==> src/rtl/hdmi_pkg.sv <==
// rtl/hdmi_pkg.sv - packet type codes, scheduler state and defaults for HDMI data islands
package hdmi_pkg;

  localparam logic [7:0] PKT_NULL  = 8'h00;
  localparam logic [7:0] PKT_ACR   = 8'h01;
  localparam logic [7:0] PKT_AUDIO = 8'h02;
  localparam logic [7:0] PKT_AVI   = 8'h82;
  localparam logic [7:0] PKT_AIF   = 8'h84;

  localparam int PACKET_CYCLES_DEFAULT = 32;

  typedef enum logic {IDLE, BUSY} sched_state_t;

  typedef struct packed {
    logic [7:0] ptype;
    logic [2:0] n;
  } decision_t;

endpackage

==> src/rtl/data_island_scheduler.sv <==
// rtl/data_island_scheduler.sv - picks the packet for each offered data-island slot
// Fixed priority ACR > audio > AVI > audio InfoFrame > null; one packet per PACKET_CYCLES window.
module data_island_scheduler
  import hdmi_pkg::*;
#(
  parameter int PACKET_CYCLES = PACKET_CYCLES_DEFAULT,
  parameter int MAX_SAMPLES   = 4
) (
  input  logic       clk_pixel,
  input  logic       reset,
  input  logic       frame_start,
  input  logic       acr_tick,
  input  logic       island_slot,
  input  logic [2:0] audio_avail,
  output logic       pkt_valid,
  output logic [7:0] pkt_type,
  output logic [3:0] sample_present,
  output logic [2:0] audio_pop,
  output logic       acr_overrun,
  output logic       slot_refused
);

  localparam int CW = (PACKET_CYCLES > 2) ? $clog2(PACKET_CYCLES) : 1;
  localparam logic [CW-1:0] CNT_LOAD = CW'(PACKET_CYCLES - 1);
  localparam logic [2:0]    MAX_N    = 3'(MAX_SAMPLES);

  function automatic decision_t pick(input logic acr, input logic [2:0] avail,
                                     input logic avi, input logic aif);
    decision_t d;
    d.ptype = PKT_NULL;
    d.n     = 3'd0;
    if (acr) begin
      d.ptype = PKT_ACR;
    end else if (avail != 3'd0) begin
      d.ptype = PKT_AUDIO;
      d.n     = (avail > MAX_N) ? MAX_N : avail;
    end else if (avi) begin
      d.ptype = PKT_AVI;
    end else if (aif) begin
      d.ptype = PKT_AIF;
    end
    return d;
  endfunction

  sched_state_t  state_q, state_d;
  logic [CW-1:0] cnt_q, cnt_d;
  logic          acr_p_q, acr_p_d, avi_p_q, avi_p_d, aif_p_q, aif_p_d;
  logic [2:0]    avail_q, avail_d;
  logic          valid_q, valid_d, refused_q, refused_d, overrun_q, overrun_d;
  logic [7:0]    type_q, type_d;
  logic [3:0]    present_q, present_d;
  logic [2:0]    pop_q, pop_d;
  logic [4:0]    therm;
  decision_t     dec;
  logic          accept;

  always_comb begin
    state_d   = state_q;
    cnt_d     = cnt_q;
    avail_d   = audio_avail;
    valid_d   = 1'b0;
    type_d    = PKT_NULL;
    present_d = 4'd0;
    pop_d     = 3'd0;
    refused_d = 1'b0;

    dec    = pick(acr_p_q, avail_q, avi_p_q, aif_p_q);
    accept = island_slot && (state_q == IDLE);
    therm  = (5'd1 << dec.n) - 5'd1;

    case (state_q)
      IDLE: begin
        if (island_slot) begin
          state_d = BUSY;
          cnt_d   = CNT_LOAD;
        end
      end
      BUSY: begin
        refused_d = island_slot;
        // Leave BUSY as the count hits zero so the next slot lands exactly PACKET_CYCLES later.
        if (cnt_q <= CW'(1)) begin
          state_d = IDLE;
          cnt_d   = '0;
        end else begin
          cnt_d = cnt_q - CW'(1);
        end
      end
      default: state_d = IDLE;
    endcase

    if (accept) begin
      valid_d   = 1'b1;
      type_d    = dec.ptype;
      pop_d     = dec.n;
      present_d = therm[3:0];
    end

    // A new request in the issuing cycle wins over the clear.
    acr_p_d   = acr_tick    | (acr_p_q & ~(accept && dec.ptype == PKT_ACR));
    avi_p_d   = frame_start | (avi_p_q & ~(accept && dec.ptype == PKT_AVI));
    aif_p_d   = frame_start | (aif_p_q & ~(accept && dec.ptype == PKT_AIF));
    overrun_d = overrun_q | (acr_tick & acr_p_q & ~(accept && dec.ptype == PKT_ACR));
  end

  always_ff @(posedge clk_pixel) begin
    if (reset) begin
      state_q   <= IDLE;
      cnt_q     <= '0;
      acr_p_q   <= 1'b0;
      avi_p_q   <= 1'b0;
      aif_p_q   <= 1'b0;
      avail_q   <= 3'd0;
      valid_q   <= 1'b0;
      type_q    <= PKT_NULL;
      present_q <= 4'd0;
      pop_q     <= 3'd0;
      refused_q <= 1'b0;
      overrun_q <= 1'b0;
    end else begin
      state_q   <= state_d;
      cnt_q     <= cnt_d;
      acr_p_q   <= acr_p_d;
      avi_p_q   <= avi_p_d;
      aif_p_q   <= aif_p_d;
      avail_q   <= avail_d;
      valid_q   <= valid_d;
      type_q    <= type_d;
      present_q <= present_d;
      pop_q     <= pop_d;
      refused_q <= refused_d;
      overrun_q <= overrun_d;
    end
  end

  assign pkt_valid      = valid_q;
  assign pkt_type       = type_q;
  assign sample_present = present_q;
  assign audio_pop      = pop_q;
  assign acr_overrun    = overrun_q;
  assign slot_refused   = refused_q;

endmodule

==> config.mk <==
export PLATFORM = sky130hd
export DESIGN_NAME = data_island_scheduler
export DESIGN_NICKNAME = d
export VERILOG_FILES = /design/src/rtl/hdmi_pkg.sv /design/src/rtl/data_island_scheduler.sv
export SDC_FILE = /design/constraint.sdc
export NUM_CORES = 1
export LEC_CHECK = 0
export ABC_AREA = 1
export BUFFER_PORTS_ARGS = -buffer_cell sky130_fd_sc_hd__buf_2
export CAP_MARGIN = 20
export CORE_ASPECT_RATIO = 2
export CORE_MARGIN = 5
export CORE_UTILIZATION = 30
export CTS_BUF_LIST = sky130_fd_sc_hd__clkbuf_16
export CTS_CLUSTER_DIAMETER = 100
export DETAILED_ROUTE_END_ITERATION = 8
export GPL_TIMING_DRIVEN = 1
export PLACE_DENSITY = 0.5
export RECOVER_POWER = 25
export SYNTH_ARGS = -nofsm -noshare
export SYNTH_HDL_FRONTEND = slang
export SYNTH_SLANG_ARGS = --single-unit
==> constraint.sdc <==
create_clock -name clk_pixel -period 1.55 [get_ports clk_pixel]
set_input_delay 0.31 -clock clk_pixel [delete_from_list [all_inputs] [get_ports clk_pixel]]
set_output_delay 0.31 -clock clk_pixel [all_outputs]
set_load 0.01 [all_outputs]
After elaboration in Yosys (flattened, before gate mapping). Index checks and enable logic that the tools add are counted.

Add/sub/neg operators: 2. $mul: 0. Div/mod/pow operators: 0. Magnitude comparators: 2. Equality and inequality tests: 4. Shifts and indexed selects: 1. Muxes and demuxes: 14. Bitwise operators: 14. Reduce and logical (&&, ||, !) cells: 7.

Operators by type and width (count): 8-bit 2-to-1 mux (4); 8-bit == test, second input constant (2); 5-bit 2-to-1 mux (2); 5-bit one-hot mux with 2 select lines (1); 3-bit 2-to-1 mux (3); 8-bit by 1-bit == test with 1-bit output, second input constant (1); 1-bit AND (5); 5-bit by 1-bit <= comparator with 1-bit output, second input constant (1); 1-bit NOT (5); 5-bit by 1-bit subtractor with 5-bit output, second input constant (1); 1-bit logical AND (4); 1-bit OR (4); 2-bit OR reduction (2); 1-bit by 3-bit left shift with 4-bit output, first input constant (1); 4-bit by 1-bit subtractor with 4-bit output, second input constant (1); 3-bit greater-than comparator, second input constant (1); 1-bit 2-to-1 mux (3); 3-bit nonzero test (1); 2-bit != test, second input constant (1); 1-bit one-hot mux with 2 select lines (1).

Register bits after elaboration: 30. Bits in latches: 0. Memory bits (writable): 0. Bits in read-only memories: 0. Logic and storage cells: 56. Memories kept: 0.

Depth between registers and ports, before layout. Gate-level depths: netlist (run 1).

Depth after elaboration: 9. Depth in mapped cells: 8.

Worst setup path before layout (run 1). Ideal clock, no wire load.

Path type: register to register. From: register avail_q[2]. To: register present_q[2], in the netlist sample_present[2]. Arrival: 1.040 ns. Path slack: 0.440 ns. Cell stages (with the launch flop): 7. Path buffers: 0. Period minus slack after synthesis: 1.110 ns. Cells stage by stage: dfxtp_1 > nor3_4 > nor2_1 > ha_1 > inv_1 > o21ai_1 > a21oi_1.

Word-level cells in the longest chain between the ends: 6.

Ends and longest elaborated chain: start, declared (RTL line data_island_scheduler.sv:48) `logic [2:0] avail_q, avail_d;`; start signal, assigned (RTL line data_island_scheduler.sv:125) `avail_q <= avail_d;`; 3-bit greater-than comparator (RTL line data_island_scheduler.sv:36) `d.n = (avail > MAX_N) ? MAX_N : avail;`; 3-bit 2-to-1 mux (RTL line data_island_scheduler.sv:36); 3-bit 2-to-1 mux * (RTL line data_island_scheduler.sv:34) `end else if (avail != 3'd0) begin`; 3-bit 2-to-1 mux * (RTL line data_island_scheduler.sv:32) `if (acr) begin`; 1-bit by 3-bit left shift with 4-bit output * (RTL line data_island_scheduler.sv:69) `therm = (5'd1 << dec.n) - 5'd1;`; 4-bit by 1-bit subtractor with 4-bit output * (RTL line data_island_scheduler.sv:69); end signal, assigned (RTL line data_island_scheduler.sv:128) `present_q <= present_d;`; end, declared (RTL line data_island_scheduler.sv:51) `logic [3:0] present_q, present_d;`.

Mark *: on every way between the ends. The rest lies on a longest branch, timed or not. A chain may end at the register's enable or synchronous reset.

Worst setup path in the final report (run 1). Ends and elaborated chain as after synthesis.

==> results.md, run 1 <==
* Status: finished, final reports clean
* Power per standard cell area at 1250 mW/mm^2
* Slew Viols, Final at 0
* Vias at 802
* Clock sink total at 25
* Hold Path Class: in2reg
* Max VDD drop at 0.741 mV
* Largest net degree at the start of global routing at 15
* Met2 Use GR at 17.1%
* Post-layout min period at 1.22 ns
* Number of port buffers at 21
* Unrepaired setup endpoints after global routing: no
* Crit path arrival time at 1.41 ns
* M3 GR Usage at 2.23%
* Hold Path Depth at 3
* Design area at 0.00123 mm^2
* Register area share after synthesis at 48.3%
* Die ar. at 0.00480 mm^2
* CP required at 1.74 ns
* Initial core utilization at 30.7%
* Antenna violations before repair at 0
* Pre-antenna DRT Iters at 4
* Synthesis-stage register bit count at 25
* Final ANT Viol Nets at 0
* CTS HTree Levels at 1
* Global placer's final weighted congestion at 0.804
* Count of cell types in the netlist at 27
* Die Span X at 51.6 um
* Core footprint at 0.00338 mm^2
* Placed Instances at 172
* Die height at 93.2 um
* Top Usage Layer GRT: met2
* Residual DRC at 0
* Synthesized cell area at 0.00104 mm^2
* Post-synth ARST share at 0%
* CTS resizes at 0
* 1st-iter DRT viols at 9
* WHS Endpoint: avail_q[1]$_SDFF_PP0_
* Finished Layout Cells at 176
* Root Driver: clkbuf_16
* Vias in the first global route at 795
* Routed wire length at 1.97 mm
* Layout cell share with drive strength beyond 1 at 24.3%
* Number of enable flip-flop cells after synthesis at 0
* CTS tree: done
* Slew HR at 65.9%
* Layout Nets at 156
* Final setup fails at 0
* GR met1 Demand/Resource at 8.37%
* First-pass GRT wire length at 3.33 mm
* Commonest non-fill, non-tap cell in the layout: dfxtp_1
* Setup WS post-layout at 0.333 ns
* Rows at 30
* CTS Hold Bufs at 0
* LEAKAGE at 0.585 nW
* Postcts setup bufs at 0
* Clock Latency Late Sink at 0.25 ns
* Crit path max fanout at 5
* CTS max path bufs at 2
* WS Path Type: reg2reg
* Vias/cell at 4.56
* Reg clk slew, reported paths at 0.06 ns
* Final period utilization at 78.5%
* Layout area overhead at 18.2%
* R2R setup slack at 0.33 ns
* Most frequent cells in the layout: 25 x dfxtp_1, 18 x buf_2, 16 x inv_1, 16 x nor2_1, 16 x nand2_1
* Mapped Cells at 122
* FF-to-FF path depth at 6
* Fillers at 361
* Worst slack, placed at 0.348 ns
* Io pins at 26
* Critical path endpoint category: register
* Reg-to-reg endpoint: sample_present[2]$_SDFF_PP0_
* Worst Hold Launch: audio_avail[1]
* Final HPWL DP at 1.60 mm
* WL/cell at 11.2 um
* Synth Warn # at 0
* Max-Cap Viols at 0
* Fin Setup TNS at 0 ns
* FF-to-FF Start: avail_q[2]$_SDFF_PP0_
* Clock Skews at 0.00273 ns
* Diodes inserted at 0
* Ys flop type: dfxtp_1
* Final hold viol count at 0
* Worst-margin pin slew at 0.511 ns
* Grt total ovfl at 0
* Total GRT Usage at 8.95%
* Post-DP Area at 0.00115 mm^2
* Crit path launch type: register
* Num CTS Buffers at 3
* Maximum clock frequency at 0.822 GHz
* Syn Area/Cell at 8.50 um^2
cell usage after synthesis (all sizes together), types with 2 or more instances:
cell	n	area [um^2]
a21oi	10	50.1
ha	3	37.5
nor3	4	46.3
inv	18	67.6
o21ai	6	30.0
buf	7	47.6
nand4	2	12.5
nand2	18	77.6
dfxtp	25	500
nand3	2	10.0
nor2	20	104
cells by family after synthesis:
kind of cell / count (synthesis) / synth area share (%)
buf+inv: 25 / 11.1
compound gates: 18 / 9.05
flops: 25 / 48.3
other cells: 1 / 0.362
fa+ha+maj: 3 / 3.62
simple gates: 49 / 26.8
xor+xnor: 1 / 0.845
routing by layer:
layer  share of wire, %  wire, um
met5                  0         0
met4               0.81        16
met3                3.4        68
met2                 58      1150
met1                 37       736
stage by stage:
step / util [%] / power [mW] / hold slack (ns)
after floorplan: - / 0.937 / 0.417
after global placement: 34.1 / 0.987 / 0.464
after detailed placement: 34.1 / 0.997 / 0.474
after CTS: 36.5 / 1.56 / 0.263
after global routing: 36.3 / 1.62 / 0.260
final: 36.3 / 1.53 / 0.260
area by class of cell:
cell class,count,area [um^2],share of cell area (%)
Sequential cell,25,500,40.8
Inverter,18,67.6,5.51
Tap cell,32,40.0,3.27
Clock buffer,3,75.1,6.12
Multi-Input combinational cell,75,433,35.3
Timing Repair Buffer,22,105,8.57
Clock inverter,1,5.00,0.408
sequential cells by signal, indices dropped and copies added, names as in the netlist:
signal	count
avi_p_q	1
sample_present	4
acr_p_q	1
audio_pop	2
slot_refused	1
aif_p_q	1
pkt_valid	1
acr_overrun	1
avail_q	3
pkt_type	4
cnt_q	5
state_q	1
where the power goes:
| group | internal (mW) | leakage (nW) | switching, mW |
|---|---|---|---|
| combinational | 0.0927 | 0.338 | 0.157 |
| clock | 0.347 | 0.0409 | 0.213 |
| sequential | 0.689 | 0.206 | 0.0361 |
| total | 1.13 | 0.585 | 0.406 |
critical path: stages (launching register included):
cell	delay (ns)
dfxtp_1	0.37
nor3_4	0.29
nor2_1	0.07
ha_1	0.18
inv_1	0.07
o21ai_1	0.06
a21oi_1	0.11
worst max-delay path by stage:
stage / startpoint / endpoint / slack [ns] / cells after the start
floorplan: avail_q[2]$_SDFF_PP0_ / sample_present[2]$_SDFF_PP0_ / 0.44 / 6
global placement: cnt_q[1]$_SDFFE_PP0P_ / cnt_q[4]$_SDFFE_PP0P_ / 0.37 / 7
detailed placement: avail_q[2]$_SDFF_PP0_ / sample_present[2]$_SDFF_PP0_ / 0.35 / 6
CTS: avail_q[2]$_SDFF_PP0_ / sample_present[2]$_SDFF_PP0_ / 0.33 / 6
global route: state_q$_SDFF_PP0_ / aif_p_q$_SDFF_PP0_ / 0.20 / 6
finish: avail_q[2]$_SDFF_PP0_ / sample_present[2]$_SDFF_PP0_ / 0.33 / 6
(Power assumes the default switching activity.)
==> run 2, diff against run 1 <==
--- a/config.mk
+++ b/config.mk
@@ -5,7 +5,7 @@
 export SDC_FILE = /design/constraint.sdc
 export NUM_CORES = 1
 export LEC_CHECK = 0
-export ABC_AREA = 1
+export ABC_AREA = 0
 export BUFFER_PORTS_ARGS = -buffer_cell sky130_fd_sc_hd__buf_2
 export CAP_MARGIN = 20
 export CORE_ASPECT_RATIO = 2
==> constraint.sdc (replaced) <==
create_clock -name clk_pixel -period 1.2 [get_ports clk_pixel]
set_input_delay 0.24 -clock clk_pixel [delete_from_list [all_inputs] [get_ports clk_pixel]]
set_output_delay 0.24 -clock clk_pixel [all_outputs]
set_load 0.01 [all_outputs]
==> run 2 against run 1 <==
The flow now finishes with violations (setup timing). Clock power grew 32%. Global-route usage grew 3.0 points. Non-clock buffer count is 22 higher. Die area down 1.7%. Critical endpoint unchanged.
==> results.md, run 2 <==
* Status: finished with violations (was finished, final reports clean)
* Failing checks: setup timing
* Power per standard cell area at 1420 mW/mm^2 (was 1250 mW/mm^2)
* Crit path arrival time at 1.53 ns (was 1.41 ns)
* Max VDD drop at 0.847 mV (was 0.741 mV)
* Hold_ws at 0.194 ns (was 0.260 ns)
* Layout Nets at 155 (was 156)
* Die Span X at 51.2 um (was 51.6 um)
* Final hold viol count at 0 (unchanged)
* Routed wire length at 2.48 mm (was 1.97 mm)
* Met3 Wirelength at 85 um (was 68 um)
* Synthesis-stage register bit count at 25 (unchanged)
* WS Path Type: reg2reg (unchanged)
* Final setup fails at 11 (was 0)
* Comb pwr share at 22.0% (was 16.3%)
* Sw Pwr at 0.571 mW (was 0.406 mW)
* Synth Warn # at 0 (unchanged)
* Post-synth top cells: 25 x dfxtp_1, 10 x nor2_1, 6 x inv_1 (was 25 x dfxtp_1, 16 x nand2_1, 16 x nor2_1)
* Final HPWL DP at 1.97 mm (was 1.60 mm)
* Crit path max fanout at 3 (was 5)
* Synthesized cell area at 0.00102 mm^2 (was 0.00104 mm^2)
* Max reg flops at 5 (unchanged)
* Final period utilization at 112% (was 78.5%)
* Final ANT Viol Nets at 0 (unchanged)
* Rows at 30 (unchanged)
* CTS tree: done (unchanged)
* Clock sink total at 25 (unchanged)
* Ys flop type: dfxtp_1 (unchanged)
* Crit path launch type: register (unchanged)
* Antenna violations before repair at 0 (unchanged)
* Setup WS post-layout at -0.146 ns (was 0.333 ns)
* CTS HTree Levels at 1 (unchanged)
* CP required at 1.39 ns (was 1.74 ns)
* Commonest non-fill, non-tap cell in the layout: buf_4 (was dfxtp_1)
* Clock Latency Late Sink at 0.26 ns (was 0.25 ns)
* Mapped Cells at 101 (was 122)
* Most frequent cells in the layout: 21 x buf_4, 19 x dfxtp_1, 18 x buf_2, 9 x nor2_1, 5 x a21oi_1 (was 25 x dfxtp_1, 18 x buf_2, 16 x inv_1, 16 x nor2_1, 16 x nand2_1)
* Root Driver: clkbuf_16 (unchanged)
* Internal power at 1.60 mW (was 1.13 mW)
* Initial core utilization at 30.4% (was 30.7%)
* Clock Skews at 0.00231 ns (was 0.00273 ns)
* Highest Signal Layer: met4 (unchanged)
* Count of cell types in the netlist at 36 (was 27)
* Pre-antenna DRT Iters at 2 (was 4)
* Syn Area/Cell at 10.1 um^2 (was 8.50 um^2)
* Grt total ovfl at 0 (unchanged)
* Vias/cell at 4.94 (was 4.56)
* Global placer's final weighted congestion at 0.795 (was 0.804)
* Sw frac at 26.3% (was 26.4%)
* R2R setup slack at -0.15 ns (was 0.33 ns)
* CTS max path bufs at 2 (unchanged)
* Part of the power in registers at 43.8% (was 47.3%)
* Layout cell share with drive strength beyond 1 at 53.1% (was 24.3%)
* Total Power at 2.17 mW (was 1.53 mW)
* Residual DRC at 0 (unchanged)
* Routed length on met1 at 765 um (was 736 um)
* Maximum clock frequency at 0.743 GHz (was 0.822 GHz)
* Number of port buffers at 21 (unchanged)
* Most frequent cell after synthesis: dfxtp_1 (unchanged)
* Unrepaired setup endpoints after global routing: yes (was no)
* Max-Cap Viols at 0 (unchanged)
* Num CTS Buffers at 3 (unchanged)
* Layout area overhead at 50.7% (was 18.2%)
* Slew Viols, Final at 0 (unchanged)
* Area share of the largest cell type after synthesis at 49.3% (was 48.3%)
* First-pass GRT wire length at 4.27 mm (was 3.33 mm)
* Core footprint at 0.00334 mm^2 (was 0.00338 mm^2)
* LEAKAGE at 0.665 nW (was 0.585 nW)
* Largest net degree at the start of global routing at 15 (unchanged)
* Reg clk slew, reported paths at 0.06 ns (about the same)
* Vias in the first global route at 955 (was 795)
* Yosys top cell by area: dfxtp_1 (unchanged)
* Die height at 92.3 um (was 93.2 um)
* Total GRT Usage at 12.0% (was 8.95%)
* Die ar. at 0.00472 mm^2 (was 0.00480 mm^2)
* Largest Register: cnt_q (unchanged)
* Critical path endpoint category: register (unchanged)
* 1st-iter DRT viols at 3 (was 9)
* Hold Path Class: in2reg (unchanged)
* Metal2 WL at 1.56 mm (was 1.15 mm)
* CTS Hold Bufs at 0 (unchanged)
* Core Util, Final at 45.8% (was 36.3%)
* WL/cell at 14.2 um (was 11.2 um)
* Vias at 864 (was 802)
* Number of enable flip-flop cells after synthesis at 0 (unchanged)
* Clock Power Share at 34.2% (was 36.5%)
* Diodes inserted at 0 (unchanged)
* Io pins at 26 (unchanged)
* Post-layout min period at 1.35 ns (was 1.22 ns)
* Register area share after synthesis at 49.3% (was 48.3%)
* Synth top area cells: dfxtp_1 49%, buf_4 3.7%, ha_1 3.7% (was dfxtp_1 48%, nand2_1 5.8%, nor2_1 5.8%)
* Post-synth ARST share at 0% (unchanged)
==> run 2: cell types whose count changed after synthesis, moves of 5 or more <==
cell     previous run  this run
a21oi_1            10         5
inv_1              15         6
nand2_1            16         2
nor2_1             16        10
o21ai_0             5         0
==> run 2: critical path: stages, from the launching register on <==
cell     delay [ns]
dfxtp_2        0.33
or4b_4         0.55
ha_4           0.17
xnor2_1        0.11
nor3_1         0.11
==> run 2: per-stage QoR <==
step	instances	TNS [ns]	instance area [um^2]	setup slack, ns
2_1_floorplan	104	-0.294	1050	-0.153
3_3_place_gp	171	-1.01	1290	-0.181
3_5_place_dp	171	-1.37	1290	-0.192
4_1_cts	174	-0.620	1460	-0.165
5_1_grt	175	-1.40	1530	-0.203
6_report	175	-0.616	1530	-0.146
==> run 2: path summary, 6_finish.rpt <==
kind	startpoint	endpoint	cells past startpoint
setup / recovery	avail_q[2]$_SDFF_PP0_	sample_present[2]$_SDFF_PP0_	4
hold / removal	audio_avail[2]	avail_q[2]$_SDFF_PP0_	2
setup reg to reg	avail_q[2]$_SDFF_PP0_	sample_present[2]$_SDFF_PP0_	4
hold reg to reg	acr_overrun$_SDFF_PP0_	acr_overrun$_SDFF_PP0_	2
==> run 2: cell type report <==
cell class              count  area (um^2)
clock buffers               3         75.1
clock inverters             1         5.00
fillers                   311         1810
inverters                   6         22.5
multi-input cells          64          594
flip-flops and latches     25          513
well taps                  32         40.0
repair buffers             44          282
==> run 2: per-layer routing <==
layer	up-vias	global-route usage, %
met5	-	0
met4	0	6.97
met3	7	2.42
met2	15	23.9
met1	407	9.96
li1	435	-
==> run 2: what timing repair did <==
action / CTS / global route
endpoints found under the setup margin: 14 / 14
gates resized for setup: 21 / 12
buffers inserted: 0 / 1
pin swaps: 7 / 2
==> run 2: power groups by stage <==
stage / logic [mW] / registers (mW) / clock network, mW
after floorplan: 0.209 / 0.954 / 0
after global placement: 0.374 / 0.948 / 0
after detailed placement: 0.382 / 0.952 / 0
after CTS: 0.441 / 0.948 / 0.760
after global routing: 0.524 / 0.958 / 0.803
final: 0.478 / 0.949 / 0.740
==> run 2: cell families after synthesis <==
kind of cell | after synthesis | synth area share (%)
adder cells (fa/ha/maj) | 3 | 3.69
buffers and inverters | 15 | 9.73
other | 1 | 0.369
XOR/XNOR | 1 | 0.862
flip-flops | 25 | 49.3
AO/OA/AOI/OAI | 17 | 12.2
AND/OR/NAND/NOR | 38 | 22.9
multiplexers | 1 | 0.985
==> run 3, diff against run 2 <==
--- a/config.mk
+++ b/config.mk
@@ -5,7 +5,7 @@
 export SDC_FILE = /design/constraint.sdc
 export NUM_CORES = 1
 export LEC_CHECK = 0
-export ABC_AREA = 0
+export ABC_AREA = 1
 export BUFFER_PORTS_ARGS = -buffer_cell sky130_fd_sc_hd__buf_2
 export CAP_MARGIN = 20
 export CORE_ASPECT_RATIO = 2
==> run 3 against run 2 <==
The run now ends clean. Clock power fell by 3.4%. Critical path type unchanged. Critical path depth up 3. Clock-buffer cell count stayed put. Global-route usage decreased by 2.9 points. First-iteration DRC count grew to 3.7 times the previous value. Critical endpoint is now cnt_q[1]$_SDFFE_PP0P_. Die area rose by 1.8%. Flip-flop and latch count stayed put.
==> results.md, run 3 (synthesis results as in run 1) <==
* Crit path arrival time at 1.27 ns (was 1.53 ns)
* Reg clk slew, reported paths at 0.06 ns (about the same)
* Hold Path Class: in2reg (unchanged)
* 1st-iter DRT viols at 11 (was 3)
* Core footprint at 0.00338 mm^2 (was 0.00334 mm^2)
* Slew Viols, Final at 0 (unchanged)
* Pre-antenna DRT Iters at 4 (was 2)
* Crit path max fanout at 5 (was 3)
* Post-layout min period at 1.14 ns (was 1.35 ns)
* Final period utilization at 95.2% (was 112%)
* WS Path Type: reg2reg (unchanged)
* Routed wire length at 1.95 mm (was 2.48 mm)
* WL/cell at 10.9 um (was 14.2 um)
* Max VDD drop at 0.814 mV (was 0.847 mV)
* Setup WS post-layout at 0.0574 ns (was -0.146 ns)
* Number of port buffers at 21 (unchanged)
* Worst-path cell chain: buf_4 -> nor2_1 -> nor2_2 -> nor2_2 -> nor2_4 -> nand2_1 -> a21oi_2 (was or4b_4 -> ha_4 -> xnor2_1 -> nor3_1)
* Residual DRC at 0 (unchanged)
* FF-to-FF Start: cnt_q[1]$_SDFFE_PP0P_ (was avail_q[2]$_SDFF_PP0_)
* CTS tree: done (unchanged)
* Die height at 93.2 um (was 92.3 um)
* Unrepaired setup endpoints after global routing: no (was yes)
* Final ANT Viol Nets at 0 (unchanged)
* Antenna violations before repair at 0 (unchanged)
* Io pins at 26 (unchanged)
* Final hold viol count at 0 (unchanged)
* FF-to-FF path depth at 7 (was 4)
* Worst path depth at 7 (was 4)
* Post-DP Area at 0.00117 mm^2 (was 0.00129 mm^2)
* Vias at 828 (was 864)
* Status: finished, final reports clean (was finished with violations)
* WHS Endpoint: avail_q[2]$_SDFF_PP0_ (unchanged)
* Power per standard cell area at 1590 mW/mm^2 (was 1420 mW/mm^2)
* Max incr delay on CP at 0.33 ns (was 0.55 ns)
* CP required at 1.33 ns (was 1.39 ns)
* Layout cell share with drive strength beyond 1 at 31.1% (was 53.1%)
* R2R setup slack at 0.06 ns (was -0.15 ns)
* Clock Skews at 0.00324 ns (was 0.00231 ns)
* Vias in the first global route at 812 (was 955)
* Grt total ovfl at 0 (unchanged)
* Diodes inserted at 0 (unchanged)
* Rows at 30 (unchanged)
* Design area at 0.00127 mm^2 (was 0.00153 mm^2)
* Critical path endpoint category: register (unchanged)
* Initial core utilization at 30.7% (was 30.4%)
* Num CTS Buffers at 3 (unchanged)
* Fin Setup TNS at 0 ns (was -0.616 ns)
* Final HPWL DP at 1.52 mm (was 1.97 mm)
* CP max stage cell: dfxtp_2 (was or4b_4)
* First-pass GRT wire length at 3.30 mm (was 4.27 mm)
* Worst Hold Launch: audio_avail[2] (unchanged)
* Hold Path Depth at 3 (was 2)
* Layout Nets at 160 (was 155)
* Most frequent CP cell: nor2_2
* Vias/cell at 4.60 (was 4.94)
* Largest net degree at the start of global routing at 14 (was 15)
* Final setup fails at 0 (was 11)
* CTS HTree Levels at 1 (unchanged)
* Reg-to-reg endpoint: cnt_q[1]$_SDFFE_PP0P_ (was sample_present[2]$_SDFF_PP0_)
* Commonest non-fill, non-tap cell in the layout: dfxtp_1 (was buf_4)
* Max-Cap Viols at 0 (unchanged)
* CP bufs+invs at 1 (was 0)
* Max reg flops at 5 (unchanged)
* Total GRT Usage at 9.09% (was 12.0%)
* Cell family with the largest share of critical-path delay: simple AND/OR/NAND/NOR gates (unchanged)
* CP startpoint: cnt_q[1]$_SDFFE_PP0P_ (was avail_q[2]$_SDFF_PP0_)
* Layout area overhead at 22.6% (was 50.7%)
* Die Span X at 51.6 um (was 51.2 um)
* Crit path launch type: register (unchanged)
* Die ar. at 0.00480 mm^2 (was 0.00472 mm^2)
* Worst slack, placed at -0.000350 ns (was -0.192 ns)
* Most frequent cells in the layout: 23 x dfxtp_1, 17 x buf_2, 16 x nand2_1, 15 x inv_1, 15 x nor2_1 (was 21 x buf_4, 19 x dfxtp_1, 18 x buf_2, 9 x nor2_1, 5 x a21oi_1)
* CTS max path bufs at 2 (unchanged)
* Core Util, Final at 37.6% (was 45.8%)
* Maximum clock frequency at 0.875 GHz (was 0.743 GHz)
* Root Driver: clkbuf_16 (unchanged)
* Clock Latency Late Sink at 0.25 ns (was 0.26 ns)
* Clock sink total at 25 (unchanged)
* Global placer's final weighted congestion at 0.766 (was 0.795)
* Hold_ws at 0.188 ns (was 0.194 ns)
* LEAKAGE at 0.599 nW (was 0.665 nW)
* Largest Register: cnt_q (unchanged)
## run 3: layer usage
metal	vias to the layer above	global-route usage (%)	wire [um]
met5	-	0	0
met4	0	6.56	25
met3	2	2.07	81
met2	17	16.6	1110
met1	384	8.28	737
li1	425	-	-
## run 3: layout make-up
cell class	count	area, um^2
clock buffers	3	75.1
flip-flops and latches	25	503
fillers	361	2110
clock inverters	1	3.75
well taps	32	40.0
multi-input cells	75	448
inverters	18	67.6
repair buffers	26	134
## run 3: worst min-delay path, cell delays in order
cell and delay, ns:
buf_2 0.07, inv_1 0.03, nor2_1 0.06
## run 3: worst max-delay path by stage
stage	endpoint
3_5_place_dp	cnt_q[1]$_SDFFE_PP0P_
2_1_floorplan	sample_present[2]$_SDFF_PP0_
3_3_place_gp	cnt_q[2]$_SDFFE_PP0P_
4_1_cts	cnt_q[1]$_SDFFE_PP0P_
5_1_grt	sample_present[2]$_SDFF_PP0_
6_report	cnt_q[1]$_SDFFE_PP0P_
## run 3: repair_timing
item / in CTS / in global routing
buffers inserted: 0 / 2
hold buffers: 0 / 0
endpoints found under the setup margin: 2 / 5
pin swaps: 0 / 5
gates resized for setup: 1 / 7
## run 3: where the power goes
group / internal (mW) / leakage, nW / total [mW] / switching [mW]
clock: 0.445 / 0.0423 / 0.715 / 0.270
combinational: 0.148 / 0.350 / 0.369 / 0.221
sequential: 0.893 / 0.206 / 0.938 / 0.0451
## run 3: through the flow
stage                     power (mW)  instances
after floorplan                 1.21        125
final                           2.02        180
after CTS                       2.01        178
after global routing            2.13        180
after global placement          1.28        174
after detailed placement        1.30        174
